**config.mk**
```make
export PLATFORM = sky130hd
export DESIGN_NAME = prescaled_down_counter
export DESIGN_NICKNAME = d
export VERILOG_FILES = /design/src/rtl/prescaled_down_counter.sv
export SDC_FILE = /design/constraint.sdc
export NUM_CORES = 1
export LEC_CHECK = 0
export ABC_AREA = 1
export BUFFER_PORTS_ARGS = -buffer_cell sky130_fd_sc_hd__buf_2
export CAP_MARGIN = 20
export CELL_PAD_IN_SITES_DETAIL_PLACEMENT = 2
export CELL_PAD_IN_SITES_GLOBAL_PLACEMENT = 2
export CORE_MARGIN = 10
export CORE_UTILIZATION = 30
export CTS_CLUSTER_DIAMETER = 120
export DETAILED_ROUTE_END_ITERATION = 12
export HOLD_SLACK_MARGIN = 0.06
export PLACE_DENSITY_LB_ADDON = 0.1
export REMOVE_ABC_BUFFERS = 1
export SLEW_MARGIN = 20
export SYNTH_ARGS = -nofsm -noshare
export SYNTH_HDL_FRONTEND = slang
export SYNTH_SLANG_ARGS = --single-unit
```
**constraint.sdc**
```tcl
create_clock -name clk_in -period 2.9 [get_ports clk_in]
set_input_delay 0.145 -clock clk_in [delete_from_list [all_inputs] [get_ports clk_in]]
set_output_delay 0.145 -clock clk_in [all_outputs]
set_load 0.005 [all_outputs]
```
**src/rtl/prescaled_down_counter.sv**
```systemverilog
// Loadable countdown timer with a built-in prescaler, pause/resume,
// expiry level + pulse, and optional auto-reload of the last loaded value.
module prescaled_down_counter #(
    parameter int unsigned WIDTH       = 8,
    parameter int unsigned PRE_W       = 26,
    parameter int unsigned DIV_COUNT   = 25000000,
    parameter bit          AUTO_RELOAD = 1'b0
) (
    input  logic             clk_in,
    input  logic             reset,
    input  logic             load,
    input  logic [WIDTH-1:0] load_value,
    input  logic             start,
    input  logic             pause,
    output logic [WIDTH-1:0] counter,
    output logic             running,
    output logic             done,
    output logic             expire_pulse
);

    localparam logic [PRE_W-1:0] PRE_LAST = PRE_W'(DIV_COUNT - 1);
    localparam logic [WIDTH-1:0] CNT_ONE  = WIDTH'(1);

    typedef enum logic [1:0] {
        IDLE  = 2'd0,
        RUN   = 2'd1,
        PAUSE = 2'd2,
        DONE  = 2'd3
    } state_t;

    state_t           state;
    state_t           state_next;
    logic [WIDTH-1:0] counter_next;
    logic [WIDTH-1:0] reload_reg;
    logic [WIDTH-1:0] reload_next;
    logic [PRE_W-1:0] prescaler;
    logic [PRE_W-1:0] prescaler_next;
    logic             expire_next;

    // State and datapath registers; running/done track the next state so they
    // always agree with the state register.
    always_ff @(posedge clk_in or posedge reset) begin
        if (reset) begin
            state        <= IDLE;
            counter      <= '0;
            reload_reg   <= '0;
            prescaler    <= '0;
            running      <= 1'b0;
            done         <= 1'b0;
            expire_pulse <= 1'b0;
        end else begin
            state        <= state_next;
            counter      <= counter_next;
            reload_reg   <= reload_next;
            prescaler    <= prescaler_next;
            running      <= (state_next == RUN);
            done         <= (state_next == DONE);
            expire_pulse <= expire_next;
        end
    end

    // Next-state and datapath: load beats start/pause, which beat the tick.
    always_comb begin
        state_next     = state;
        counter_next   = counter;
        reload_next    = reload_reg;
        prescaler_next = prescaler;
        expire_next    = 1'b0;

        if (load) begin
            counter_next   = load_value;
            reload_next    = load_value;
            prescaler_next = '0;
            state_next     = ((state == RUN) && (load_value != '0)) ? RUN : IDLE;
        end else begin
            unique case (state)
                IDLE: begin
                    prescaler_next = '0;
                    if (start && (counter != '0)) begin
                        state_next = RUN;
                    end
                end
                RUN: begin
                    if (pause) begin
                        state_next = PAUSE;
                    end else if (prescaler == PRE_LAST) begin
                        prescaler_next = '0;
                        if (counter == CNT_ONE) begin
                            expire_next = 1'b1;
                            if (AUTO_RELOAD) begin
                                counter_next = reload_reg;
                            end else begin
                                counter_next = '0;
                                state_next   = DONE;
                            end
                        end else if (counter != '0) begin
                            counter_next = counter - CNT_ONE;
                        end
                    end else begin
                        prescaler_next = prescaler + PRE_W'(1);
                    end
                end
                PAUSE: begin
                    // Prescaler stays frozen so the partial period carries over.
                    if (start) begin
                        state_next = RUN;
                    end
                end
                DONE: begin
                    counter_next = '0;
                end
                default: begin
                    state_next = IDLE;
                end
            endcase
        end
    end

endmodule

```
==> results of run 1 <==
## flip-flops by register name, indices dropped and copies added, names as in the netlist
name and flops:
state 2, done 1, running 1, prescaler 26, expire_pulse 1, counter 8
## layer usage
| layer | up-vias | share of wire | track usage |
|---|---|---|---|
| met5 | - | 0 | 0 |
| met4 | 0 | 0.013 | 0.03723 |
| met3 | 9 | 0.034 | 0.02536 |
| met2 | 27 | 0.48 | 0.2335 |
| met1 | 1234 | 0.48 | 0.1706 |
| li1 | 1269 | - | - |
## final timing paths
| check | slack [ns] | to | start | cells after the start |
|---|---|---|---|---|
| hold reg to reg | 0.52 | prescaler[1] | prescaler[1] | 2 |
| max in group asynchronous | 2.00 | prescaler[19] | reset | 4 |
| min in group asynchronous | 0.53 | counter[7] | reset | 4 |
| setup reg to reg | 0.82 | prescaler[25] | prescaler[0] | 10 |
| setup / recovery | 0.82 | prescaler[25] | prescaler[0] | 10 |
| hold / removal | 0.20 | counter[7] | load_value[7] | 5 |
## Yosys cell counts (3+ instances only)
| library cell | count | area share |
|---|---|---|
| nor3_1 | 6 | 0.012 |
| nand3_1 | 37 | 0.071 |
| nor2_2 | 4 | 0.0096 |
| xor2_1 | 10 | 0.034 |
| buf_6 | 5 | 0.022 |
| dfrtp_1 | 39 | 0.37 |
| inv_1 | 47 | 0.068 |
| nand4_1 | 8 | 0.019 |
| a21oi_1 | 5 | 0.0096 |
| nand2_2 | 5 | 0.012 |
| nor2_1 | 81 | 0.12 |
| o21ai_0 | 7 | 0.013 |
| inv_2 | 4 | 0.0057 |
| nand2_1 | 119 | 0.17 |
| ha_1 | 3 | 0.014 |
## power by group through the flow
stage | clock network (µW) | registers, µW | logic [µW]
2_1_floorplan | 0 | 701 | 437
3_3_place_gp | 0 | 713 | 659
3_5_place_dp | 0 | 718 | 681
4_1_cts | 406 | 707 | 684
5_1_grt | 434 | 719 | 768
6_report | 383 | 705 | 662
## critical path, cell delays in order, from the launching register on
cell and delay (ns):
dfrtp_1 0.43, ha_1 0.21, nand2_1 0.10, nor2_4 0.15, nand2_1 0.08, nor2_1 0.10
nand2_1 0.07, nand2_2 0.23, nand2_2 0.27, inv_2 0.24, nor2_1 0.09
## cell families (layout without fill, tap and decap cells)
group | count (synthesis) | in the layout | synth area share
buffers and inverters | 57 | 84 | 0.09678
AO/OA/AOI/OAI | 14 | 14 | 0.03354
XOR/XNOR | 12 | 12 | 0.04025
adder cells (fa/ha/maj) | 3 | 3 | 0.01438
flip-flops | 39 | 39 | 0.3737
AND/OR/NAND/NOR | 268 | 268 | 0.4413
## metrics by stage
stage	power (µW)	setup WS (ns)
after CTS	1797	0.7555
final	1751	0.8205
after detailed placement	1398	0.7681
after global routing	1921	0.5390
after floorplan	1139	1.251
after global placement	1372	0.8980
## cell type report
type | count | area (µm²) | area share
inverter | 51 | 191.4 | 0.06575
clock buffer | 6 | 82.58 | 0.02836
sequential | 39 | 975.9 | 0.3352
clock inverter | 1 | 5.005 | 0.001719
multi-input combinational | 297 | 1383 | 0.4749
tap | 105 | 131.4 | 0.04512
timing repair buffer | 26 | 142.6 | 0.04899
==> results.tsv, run 1 <==
metric	value	unit
crit_type	register to register	
ioPinCount	24	
dp_hpwl	6799	µm
fin_area	2912	µm²
drt-total-wl	8377	µm
intPower	1017	µW
crit_fanout	13	
layout-drive-gt1-share	0.1190	
cts.clk_slew.worst_paths	0.08	ns
fin_skew	0.004983	ns
nets	436	
seqPwrFrac	0.403	
htree_levels	2	
rows	33	
grt_pass1_vias	2815	
worstSetupEndpointType	register	
final.min_clock_period	2.080	ns
cts_resized	0	
final_common_cell	nand2_1	
cts_setup_buffers	0	
cts-root-buf	clkbuf_8	
num_vias	2539	
die_w	113.3	µm
clock_power_share	0.219	
worstSetupStartpointType	register	
final_cell_mix	nand2_1, nor2_1, inv_1	
dieHeight	113.3	µm
dpl_cell_area	2804	µm²
fmax	480.9	MHz
diodes	0	
grt_pass1_wl	14370	µm
numCtsBuffers	5	
async_reset_ff_frac	1.000	
slew_viol_final	0	
numPortBuffers	23	
maxCapViolCount	0	
core_area	8341	µm²
ys_types	25	
powerDensity	601.2	nW/µm²
netlist_area	2611	µm²
clk_path_buf_depth	2	
syn_inst	393	
cts_tree	built	
status	finished, final reports clean	
insertion_delay	0.30	ns
cts_num_sinks	39	
finalCritPeriodShare	0.7171	
first_iter_violations	89	
arrival	2.26	ns
wl_per_cell	15.96	µm
synth-edff-count	0	
antenna_left	0	
place_congestion	0.7824	
syn_avg_cell_area	6.644	µm²
ir_worst_vdd	0.1813	mV
fin_util	0.3491	
p_switching	734.0	µW
rsz0062_at_grt	no	
p_sw_frac	0.4193	
drtPass1Iterations	4	
die_area	12840	µm²
grtUsageTotal	0.1365	
hold_path_class	primary input to register	
ys.flop_type	dfrtp_1	
combPwrFrac	0.378	
cp.required	3.08	ns
hold_buffers	2	
hold_violations	0	
ys_warn_count	0	
area_growth	11.50	%
relSlewSlack	0.6439	
ys_ff_latch	39	
placedCellCount	516	
tns	0	ns
via_per_inst	4.836	
finalSetupViolCount	0	
total_leakage_power	0.001433	µW
overflow	0	
drc	0	
start_util	0.3131	
yosysSeqAreaShare	0.3737	
tightest_slew	0.5341	ns
grt_max_degree	40	
antenna_found_initial	0	
whs	0.2001	ns
fillerInstances	1046	
final_cells	525	
Note: power is estimated with default switching activity, not from simulation.
==> run 2, diff against run 1 <==
ABC_AREA = 0   (was 1)
clock period = 1.8 ns   (was 2.9 ns; I/O delays follow)
==> run 2 against run 1 <==
Against the previous run:
- the run now ends with negative setup slack left
- final cell count decreased by 12%
- setup slack got worse by 1.4 ns
- die area decreased by 11%
- count of clock-buffer cells in the layout unchanged
- critical path type unchanged
==> results.tsv, run 2 <==
metric	value	unit
overflow	0	
drtPass1Iterations	4	
grtUsageTotal	0.1726	
fin_skew	0.004576	ns
ys_ff_latch	39	
fmax	428.7	MHz
final.min_clock_period	2.333	ns
finalSetupViolCount	38	
status	finished with violations	
clk_path_buf_depth	2	
reg2reg_slack	-0.53	ns
fillerInstances	776	
insertion_delay	0.30	ns
antenna_found_initial	0	
netlist_area	2278	µm²
syn_inst	254	
area_growth	63.43	%
whs_path_depth	2	
numPortBuffers	23	
htree_levels	2	
drc	0	
yosysMostFrequentCell	nor2_1	
cts.clk_slew.worst_paths	0.08	ns
crit_fanout	7	
diodes	0	
reg_top3	prescaler: 26 flops, counter: 8 flops, state: 2 flops	
slew_viol_final	0	
r2r_cells	6	
yosys.area.top_type	dfrtp_1	
arrival	2.58	ns
fin_util	0.5079	
r2r-start	prescaler[7]	
synthTopCellsByArea	dfrtp_1, xnor2_1, nor2_1, nand2_1, nand3_1	
crit_type	register to register	
hold_path_end	counter[4]	
ys_types	43	
hold_violations	0	
yosysTopAreaCellShare	0.4283	
cts_tree	built	
place_congestion	0.8353	
first_iter_violations	68	
ys_warn_count	0	
num_vias	2458	
worstSetupStartpointType	register	
die_w	107.2	µm
placedCellCount	437	
holdCritStartpoint	load_value[4]	
syn_avg_cell_area	8.970	µm²
relSlewSlack	0.6408	
antenna_left	0	
layout-drive-gt1-share	0.4820	
largest_reg_flops	26	
cts-root-buf	clkbuf_8	
via_per_inst	5.343	
numCtsBuffers	5	
synthTopCellsByCount	nor2_1, dfrtp_1, nand2_1	
rsz0062_at_grt	yes	
finalCritPeriodShare	1.296	
tightest_slew	0.5388	ns
regMostFlops	prescaler	
cp.required	2.04	ns
die_area	11480	µm²
core_area	7331	µm²
r2r-end	counter[1]	
nets	376	
ys.flop_type	dfrtp_1	
seqCellArea	975.9	µm²
layout_setup_ws	-0.5328	ns
total_leakage_power	0.001523	µW
ioPinCount	24	
hold_path_class	primary input to register	
violations	negative setup slack	
final_cells	460	
yosysSeqAreaShare	0.4283	
final_common_cell	buf_4	
synth-edff-count	0	
dpl_cell_area	3027	µm²
dp_hpwl	6098	µm
wl_per_cell	23.20	µm
multi_input_area	1587	µm²
fin_area	3724	µm²
final_cell_mix	buf_4, dfrtp_1, nor2_4	
ir_worst_vdd	0.4683	mV
grt_pass1_vias	2695	
grt_pass1_wl	15500	µm
start_util	0.3108	
async_reset_ff_frac	1.000	
cts_num_sinks	39	
grt_max_degree	40	
maxCapViolCount	0	
dieHeight	107.2	µm
worstSetupEndpointType	register	
powerDensity	893.5	nW/µm²
drt-total-wl	10670	µm
rows	31	
-- run 2: changes by cell type after synthesis, sizes merged, moves of 5 or more --
| cell | change |
|---|---|
| or4b | +5 |
| nand3 | -24 |
| nor4 | +11 |
| xnor2 | +17 |
| nand2 | -104 |
| clkbuf | +8 |
| nor2 | -46 |
| xor2 | -5 |
| inv | -41 |
-- run 2: cells by family (layout without fill, tap and decap cells) --
group,Yosys count,in the layout,share of synthesized area
adders and majority gates,3,3,0.01648
and+or+nand+nor,126,126,0.2911
muxes,2,2,0.009884
xor gates and xnor gates,24,24,0.09226
DFF,39,39,0.4283
AOI/OAI and AO/OA,39,39,0.1263
buffers and inverters,21,128,0.03570
-- run 2: worst max-delay path by stage --
stage,start,endpoint,slack [ns]
CTS,prescaler[23],counter[0],-0.47
floorplan,prescaler[9],prescaler[10],-0.82
global placement,prescaler[9],counter[2],-0.41
detailed placement,prescaler[9],counter[6],-0.50
finish,prescaler[7],counter[1],-0.53
global route,prescaler[7],counter[5],-0.60
-- run 2: repair_timing --
| action | in CTS | in global routing |
|---|---|---|
| pin swaps | 27 | 25 |
| hold buffers | 2 | 0 |
| gates resized for setup | 44 | 48 |
| setup endpoints to repair | 38 | 38 |
| gates cloned | 2 | 1 |
| endpoints found under the hold margin | 40 | 0 |
| setup buffers | 5 | 10 |
-- run 2: per-layer routing --
layer | track usage | vias to the layer above | wire (µm)
met1 | 0.2177 | 1269 | 4492
met2 | 0.2928 | 51 | 5568
li1 | - | 1128 | -
met3 | 0.02934 | 10 | 439
met4 | 0.05222 | 0 | 170
met5 | 0 | - | 0
-- run 2: stage by stage --
stage          setup TNS, ns  hold WS (ns)  setup slack [ns]  power, µW
6_report              -16.89       0.09489           -0.5328       3327
5_1_grt               -19.21       0.09575           -0.5983       3464
4_1_cts               -14.72       0.08034           -0.4738       3072
3_5_place_dp          -13.28        0.2566           -0.4975       1847
3_3_place_gp          -10.58        0.2481           -0.4111       1815
2_1_floorplan         -23.69        0.1747           -0.8191       1344
-- run 2: worst max-delay path, cell delays in order, from the launching register on --
cell and delay, ns:
dfrtp_1 0.41, or4b_4 0.57, nor4_4 0.36, a31oi_4 0.20, buf_6 0.16, or4_4 0.51
nand3_2 0.07
-- run 2: where the power goes --
group	leakage, µW	switching (µW)	internal [µW]
Clock	0.0000654	357	555
Combinational	0.000938	799	631
Sequential	0.000519	43.7	941
-- run 2: area by class of cell --
class | count | share of cell area
repair buffers | 109 | 0.2319
multi-input cells | 194 | 0.4261
flip-flops and latches | 39 | 0.2621
clock inverters | 2 | 0.01613
inverters | 11 | 0.01109
well taps | 99 | 0.03327
clock buffers | 6 | 0.01949
